--- config.mk ---
export PLATFORM = sky130hd
export DESIGN_NAME = vm_multi_stock_flat
export DESIGN_NICKNAME = d
export VERILOG_FILES = /design/src/rtl/vm_multi_stock_if.sv /design/src/rtl/vm_multi_stock.sv /design/src/flat_wrapper.sv
export SDC_FILE = /design/constraint.sdc
export NUM_CORES = 1
export LEC_CHECK = 0
export ABC_AREA = 0
export CAP_MARGIN = 20
export CELL_PAD_IN_SITES_DETAIL_PLACEMENT = 0
export CELL_PAD_IN_SITES_GLOBAL_PLACEMENT = 2
export CORE_MARGIN = 5
export CORE_UTILIZATION = 42
export CTS_CLUSTER_SIZE = 20
export DETAILED_ROUTE_END_ITERATION = 10
export PLACE_DENSITY = 0.88
export REMOVE_ABC_BUFFERS = 1
export SETUP_SLACK_MARGIN = 0.4
export SLEW_MARGIN = 20
export SYNTH_ARGS = -nofsm -noshare
export SYNTH_HDL_FRONTEND = slang
export SYNTH_SLANG_ARGS = --single-unit
--- constraint.sdc ---
create_clock -name clk -period 29.3 [get_ports clk]
set_clock_uncertainty 0.2 [all_clocks]
set_input_delay 4.395 -clock clk [delete_from_list [all_inputs] [get_ports clk]]
set_output_delay 4.395 -clock clk [all_outputs]
set_load 0.01 [all_outputs]
--- src/rtl/vm_multi_stock_if.sv ---
// rtl/vm_multi_stock_if.sv - front-end request and transaction-burst bundle for vm_multi_stock
interface vm_multi_stock_if #(
  parameter int N_ITEMS = 6,
  parameter int PRICE_W = 5,
  parameter int COIN_W  = 6,
  parameter int CNT_W   = 6,
  parameter int RES_W   = 4,
  parameter int IDX_W   = $clog2(N_ITEMS + 1)
);
  logic               in_price_valid;
  logic [PRICE_W-1:0] in_price;
  logic [PRICE_W-1:0] in_stock;
  logic               in_coin_valid;
  logic [COIN_W-1:0]  in_coin;
  logic [IDX_W-1:0]   in_buy_item;
  logic               in_refund_coin;
  logic               out_busy;
  logic               out_valid;
  logic [RES_W-1:0]   out_result;
  logic [CNT_W-1:0]   out_num;
  logic [1:0]         out_err;

  modport master (
    output in_price_valid, in_price, in_stock, in_coin_valid, in_coin,
           in_buy_item, in_refund_coin,
    input  out_busy, out_valid, out_result, out_num, out_err
  );

  modport slave (
    input  in_price_valid, in_price, in_stock, in_coin_valid, in_coin,
           in_buy_item, in_refund_coin,
    output out_busy, out_valid, out_result, out_num, out_err
  );
endinterface

--- src/rtl/vm_multi_stock.sv ---
// rtl/vm_multi_stock.sv - multi-item vending controller with stock limits and serial result burst
// One buy/refund per burst; change is latched at request time and broken down greedily per beat.
module vm_multi_stock #(
  parameter int N_ITEMS = 6,
  parameter int PRICE_W = 5,
  parameter int COIN_W  = 6,
  parameter int MONEY_W = 9,
  parameter int CNT_W   = 6,
  parameter int RES_W   = 4,
  parameter int IDX_W   = $clog2(N_ITEMS + 1)
) (
  input  logic           clk,
  input  logic           rst_n,
  vm_multi_stock_if.slave bus
);
  typedef enum logic [0:0] {IDLE, BURST} state_t;

  state_t             state_q, state_d;
  logic [IDX_W-1:0]   beat_q, beat_d;
  logic [IDX_W-1:0]   idx_q, idx_d;
  logic [MONEY_W-1:0] balance_q, balance_d;
  logic [PRICE_W-1:0] price_q [N_ITEMS];
  logic [PRICE_W-1:0] price_d [N_ITEMS];
  logic [PRICE_W-1:0] stock_q [N_ITEMS];
  logic [PRICE_W-1:0] stock_d [N_ITEMS];
  logic [CNT_W-1:0]   sold_q  [N_ITEMS];
  logic [CNT_W-1:0]   sold_d  [N_ITEMS];
  logic [IDX_W-1:0]   item_q, item_d;
  logic [1:0]         err_q, err_d;
  logic [MONEY_W-1:0] change_q, change_d;
  logic               pay_q, pay_d;

  logic [MONEY_W:0]   coin_sum;
  logic [IDX_W-1:0]   buy_idx;

  always_ff @(posedge clk or negedge rst_n) begin
    if (!rst_n) begin
      state_q   <= IDLE;
      beat_q    <= '0;
      idx_q     <= '0;
      balance_q <= '0;
      item_q    <= '0;
      err_q     <= '0;
      change_q  <= '0;
      pay_q     <= 1'b0;
      for (int k = 0; k < N_ITEMS; k++) begin
        price_q[k] <= '0;
        stock_q[k] <= '0;
        sold_q[k]  <= '0;
      end
    end else begin
      state_q   <= state_d;
      beat_q    <= beat_d;
      idx_q     <= idx_d;
      balance_q <= balance_d;
      item_q    <= item_d;
      err_q     <= err_d;
      change_q  <= change_d;
      pay_q     <= pay_d;
      price_q   <= price_d;
      stock_q   <= stock_d;
      sold_q    <= sold_d;
    end
  end

  always_comb begin
    state_d   = state_q;
    beat_d    = beat_q;
    idx_d     = idx_q;
    balance_d = balance_q;
    item_d    = item_q;
    err_d     = err_q;
    change_d  = change_q;
    pay_d     = pay_q;
    price_d   = price_q;
    stock_d   = stock_q;
    sold_d    = sold_q;
    coin_sum  = {1'b0, balance_q} + (MONEY_W+1)'(bus.in_coin);
    buy_idx   = bus.in_buy_item - IDX_W'(1);

    case (state_q)
      IDLE: begin
        if (bus.in_price_valid) begin
          price_d[idx_q] = bus.in_price;
          stock_d[idx_q] = bus.in_stock;
          idx_d = (idx_q == IDX_W'(N_ITEMS - 1)) ? '0 : idx_q + IDX_W'(1);
          for (int k = 0; k < N_ITEMS; k++) sold_d[k] = '0;
        end else if (bus.in_coin_valid) begin
          balance_d = coin_sum[MONEY_W] ? '1 : coin_sum[MONEY_W-1:0];
        end else if (bus.in_buy_item != '0) begin
          state_d  = BURST;
          beat_d   = '0;
          item_d   = '0;
          change_d = '0;
          pay_d    = 1'b0;
          if (bus.in_buy_item > IDX_W'(N_ITEMS)) begin
            err_d = 2'd3;
          end else if (stock_q[buy_idx] == '0) begin
            err_d = 2'd2;
          end else if (balance_q < MONEY_W'(price_q[buy_idx])) begin
            err_d = 2'd1;
          end else begin
            err_d    = 2'd0;
            item_d   = bus.in_buy_item;
            change_d = balance_q - MONEY_W'(price_q[buy_idx]);
            pay_d    = 1'b1;
            stock_d[buy_idx] = stock_q[buy_idx] - PRICE_W'(1);
            if (sold_q[buy_idx] != '1) sold_d[buy_idx] = sold_q[buy_idx] + CNT_W'(1);
          end
        end else if (bus.in_refund_coin) begin
          state_d  = BURST;
          beat_d   = '0;
          item_d   = '0;
          err_d    = 2'd0;
          change_d = balance_q;
          pay_d    = 1'b1;
        end
      end
      BURST: begin
        if (beat_q == IDX_W'(N_ITEMS - 1)) begin
          state_d = IDLE;
          beat_d  = '0;
          // Paid-out change empties the balance; a rejected buy keeps it.
          if (pay_q) balance_d = '0;
        end else begin
          beat_d = beat_q + IDX_W'(1);
        end
      end
      default: state_d = IDLE;
    endcase
  end

  logic [MONEY_W-1:0] rem50, rem20, rem10;
  logic [RES_W-1:0]   cnt50, cnt20, cnt10, cnt5, cnt1;

  always_comb begin
    cnt50 = RES_W'(change_q / MONEY_W'(50));
    rem50 = change_q % MONEY_W'(50);
    cnt20 = RES_W'(rem50 / MONEY_W'(20));
    rem20 = rem50 % MONEY_W'(20);
    cnt10 = RES_W'(rem20 / MONEY_W'(10));
    rem10 = rem20 % MONEY_W'(10);
    cnt5  = RES_W'(rem10 / MONEY_W'(5));
    cnt1  = RES_W'(rem10 % MONEY_W'(5));
  end

  always_comb begin
    bus.out_busy   = 1'b0;
    bus.out_valid  = 1'b0;
    bus.out_result = '0;
    bus.out_num    = '0;
    bus.out_err    = '0;
    if (state_q == BURST) begin
      bus.out_busy  = 1'b1;
      bus.out_valid = 1'b1;
      bus.out_num   = sold_q[beat_q];
      case (beat_q)
        IDX_W'(0): begin
          bus.out_result = RES_W'(item_q);
          bus.out_err    = err_q;
        end
        IDX_W'(1): bus.out_result = cnt50;
        IDX_W'(2): bus.out_result = cnt20;
        IDX_W'(3): bus.out_result = cnt10;
        IDX_W'(4): bus.out_result = cnt5;
        IDX_W'(5): bus.out_result = cnt1;
        default:   bus.out_result = '0;
      endcase
    end
  end
endmodule

--- src/flat_wrapper.sv ---
// flat-port wrapper written by rule: the top's interface ports become plain ports
module vm_multi_stock_flat 
#(
  parameter int N_ITEMS = 6,
  parameter int PRICE_W = 5,
  parameter int COIN_W  = 6,
  parameter int MONEY_W = 9,
  parameter int CNT_W   = 6,
  parameter int RES_W   = 4,
  parameter int IDX_W   = $clog2(N_ITEMS + 1)
)
  (clk, rst_n, bus_in_price_valid, bus_in_price, bus_in_stock, bus_in_coin_valid, bus_in_coin, bus_in_buy_item, bus_in_refund_coin, bus_out_busy, bus_out_valid, bus_out_result, bus_out_num, bus_out_err);
  vm_multi_stock_if #(.N_ITEMS(N_ITEMS), .PRICE_W(PRICE_W), .COIN_W(COIN_W), .CNT_W(CNT_W), .RES_W(RES_W), .IDX_W(IDX_W)) bus_i ();
  input  logic clk;
  input  logic rst_n;
  input wire logic [$bits(bus_i.in_price_valid)-1:0] bus_in_price_valid;
  input wire logic [$bits(bus_i.in_price)-1:0] bus_in_price;
  input wire logic [$bits(bus_i.in_stock)-1:0] bus_in_stock;
  input wire logic [$bits(bus_i.in_coin_valid)-1:0] bus_in_coin_valid;
  input wire logic [$bits(bus_i.in_coin)-1:0] bus_in_coin;
  input wire logic [$bits(bus_i.in_buy_item)-1:0] bus_in_buy_item;
  input wire logic [$bits(bus_i.in_refund_coin)-1:0] bus_in_refund_coin;
  output wire logic [$bits(bus_i.out_busy)-1:0] bus_out_busy;
  output wire logic [$bits(bus_i.out_valid)-1:0] bus_out_valid;
  output wire logic [$bits(bus_i.out_result)-1:0] bus_out_result;
  output wire logic [$bits(bus_i.out_num)-1:0] bus_out_num;
  output wire logic [$bits(bus_i.out_err)-1:0] bus_out_err;
  assign bus_i.in_price_valid = bus_in_price_valid;
  assign bus_i.in_price = bus_in_price;
  assign bus_i.in_stock = bus_in_stock;
  assign bus_i.in_coin_valid = bus_in_coin_valid;
  assign bus_i.in_coin = bus_in_coin;
  assign bus_i.in_buy_item = bus_in_buy_item;
  assign bus_i.in_refund_coin = bus_in_refund_coin;
  assign bus_out_busy = bus_i.out_busy;
  assign bus_out_valid = bus_i.out_valid;
  assign bus_out_result = bus_i.out_result;
  assign bus_out_num = bus_i.out_num;
  assign bus_out_err = bus_i.out_err;
  vm_multi_stock #(.N_ITEMS(N_ITEMS), .PRICE_W(PRICE_W), .COIN_W(COIN_W), .MONEY_W(MONEY_W), .CNT_W(CNT_W), .RES_W(RES_W), .IDX_W(IDX_W)) u_core (.clk(clk), .rst_n(rst_n), .bus(bus_i));
endmodule
==> reports/results.ini <==
[global_route]
grt_pass1_wl_mm=45.4
grt_remaining_overflow=0
antenna_found_initial=1
track_usage_pct=20.9
grt_max_degree=61
grt_pass1_vias=8420

[clock_tree]
cts_root_buffer=clkbuf_16
htreeDepth=4
cts_hold_buf=0
clk_pin_slew_ns=0.06
post_cts_buffers=0
clock_path_buffers=2
clk_latency_ns=0.42
cts_tree=done
ctsResizeCount=0
cts_made_buffers=17
cts_sinks=127

[synthesis]
ys_seq_area_share_pct=32.1
ys.flop_type=dfrtp_1
synth_top_family_by_area=compound AO/OA/AOI/OAI gates
synth-seq-cells=127
synth-compound-area-share_pct=30.1
yosys.area_share.adder_pct=3.77
synth_simple_gate_area_share_pct=17.9
ys_async_sr_fraction_pct=100
synth_cell_types=102
synth-edff-count=0
yosys_warnings=0
syn-mean-instance-area_um2=8.78
synth_xor_area_share_pct=2.39
syn_inst=1128
synth.area.mux_share_pct=9.25
syn-cell-area_um2=9900

[worst_setup_path]
crit_path_end_kind=output port
critPathLaunchType=flop
critPathArrivalTime_ns=10.46
cpMaxStageDelayCell=dfrtp_1
cpMostUsedCell=ha_1
slowest_delay_ns=0.80
critPathMaxFanout=25
worst-setup-path-type=flop to output port
critPathRequiredTime_ns=24.70

[die]
ioPinCount=38
start_util_pct=42.4
die_w_um=164
rows=56
dieHeight_um=164
dieArea_um2=26700
core_area_um2=23300

[drt]
via_per_inst=6.06
ant_nets=0
drtPass1Iterations=6
drc=0
finalWirelength_mm=27.3
vias=8827
wl_per_cell_um=18.7
first_iter_violations=594

[job]
drv.max_cap_violation_count=0

[final_layout]
mostFrequentLayoutCells=nand2_1, dfrtp_1, o21ai_0, nor2_1, a21oi_1
area_delta_synth_final_pct=11.6
layout-drive-gt1-share_pct=12.5
mostFrequentLayoutCell=nand2_1
antennaDiodeCount=0
nNetsFinal=1175

[sta]
final_max_slew_viol_count=0
post-route-period-util_pct=51.4
hold_viol=0
worst_pin_slew_ns=0.880
slew_headroom_pct=41.4
rsz0062_at_grt=false
max_freq_mhz=66.4
setup_viol_count_final=0
fin_setup_tns_ns=0
post-route-min-period_ns=15.06

[placement]
post-dp-hpwl_mm=19.2
port_buffers=37
gp_congestion=0.850

[min_path]
hp-class=flop to flop

[outcome]
status=complete, no violations

-- sequential cells by signal, summed over array words and instances (netlist names), 2 cells and up --
register	flops
u_core.sold_q	36
u_core.price_q	30
u_core.stock_q	30
u_core.balance_q	9
u_core.change_q	9
u_core.beat_q	3
u_core.idx_q	3
u_core.item_q	3
u_core.err_q	2
-- cell type report --
cell class                      count  area (µm²)
Clock buffer                       17         425
Clock inverter                     15         175
Fill cell                        2256       12300
Inverter                           25        95.1
Multi-Input combinational cell    902        6310
Sequential cell                   127        3180
Tap cell                          319         399
Timing Repair Buffer               51         468
-- critical path: cells and delay by family, from the launching register on --
| family | cells | cell delay, ns |
|---|---|---|
| adders and majority gates | 5 | 1.36 |
| and+or+nand+nor | 9 | 2.01 |
| buffers and inverters | 2 | 0.61 |
| AOI/OAI and AO/OA | 19 | 4.98 |
| DFF | 1 | 0.80 |
| xor gates and xnor gates | 1 | 0.25 |
-- layer usage --
layer / GRT usage, % / vias to the layer above / part of all wire, %
met3: 2.85 / 34 / 3.7
met5: 0 / - / 0.073
met1: 28.9 / 4358 / 47
li1: - / 4237 / -
met2: 35.0 / 196 / 48
met4: 4.73 / 2 / 1.2
-- Yosys cell counts, drive strengths merged, types with 24 or more instances --
| library cell | count | area, µm² |
|---|---|---|
| nand2 | 135 | 519 |
| o21ai | 88 | 452 |
| dfrtp | 127 | 3180 |
| clkbuf | 45 | 169 |
| a21oi | 53 | 273 |
| ha | 25 | 313 |
| nor2 | 75 | 284 |
| buf | 29 | 178 |
| a22oi | 25 | 193 |
| mux2i | 40 | 417 |
| o21a | 36 | 273 |
| nand3 | 24 | 125 |
| mux2 | 32 | 364 |
| nor2b | 26 | 163 |
| o221ai | 31 | 272 |
-- worst paths after layout --
| check | startpoint | to | slack [ns] | depth (start not counted) |
|---|---|---|---|---|
| hold reg to reg | u_core.err_q[0] | u_core.err_q[0] | 0.27 | 2 |
| hold / removal | u_core.err_q[0] | u_core.err_q[0] | 0.27 | 2 |
| max in group asynchronous | rst_n | u_core.stock_q[24] | 24.07 | 2 |
| min in group asynchronous | rst_n | u_core.sold_q[19] | 3.78 | 1 |
| setup reg to reg | u_core.price_q[26] | u_core.sold_q[23] | 24.87 | 18 |
| setup / recovery | u_core.change_q[7] | bus_out_result[1] | 14.24 | 36 |
-- metrics by stage --
step,util [%],area (µm²),setup slack [ns],hold WS (ns),std cells
floorplan,-,9550,16.41,0.242,1054
global placement,44.8,10400,15.11,0.260,1424
detailed placement,44.8,10400,14.80,0.264,1424
CTS,47.3,11000,14.30,0.277,1456
global route,47.3,11000,13.44,0.300,1456
finish,47.3,11000,14.24,0.270,1456
-- kinds of logic after synthesis --
group | after synthesis
muxes | 78
AOI/OAI and AO/OA | 401
buffers and inverters | 99
DFF | 127
and+or+nand+nor | 367
adders and majority gates | 29
xor gates and xnor gates | 27
Power is not shown: default switching activity piles up to over one toggle a cycle in this logic, so the estimate is an artifact.
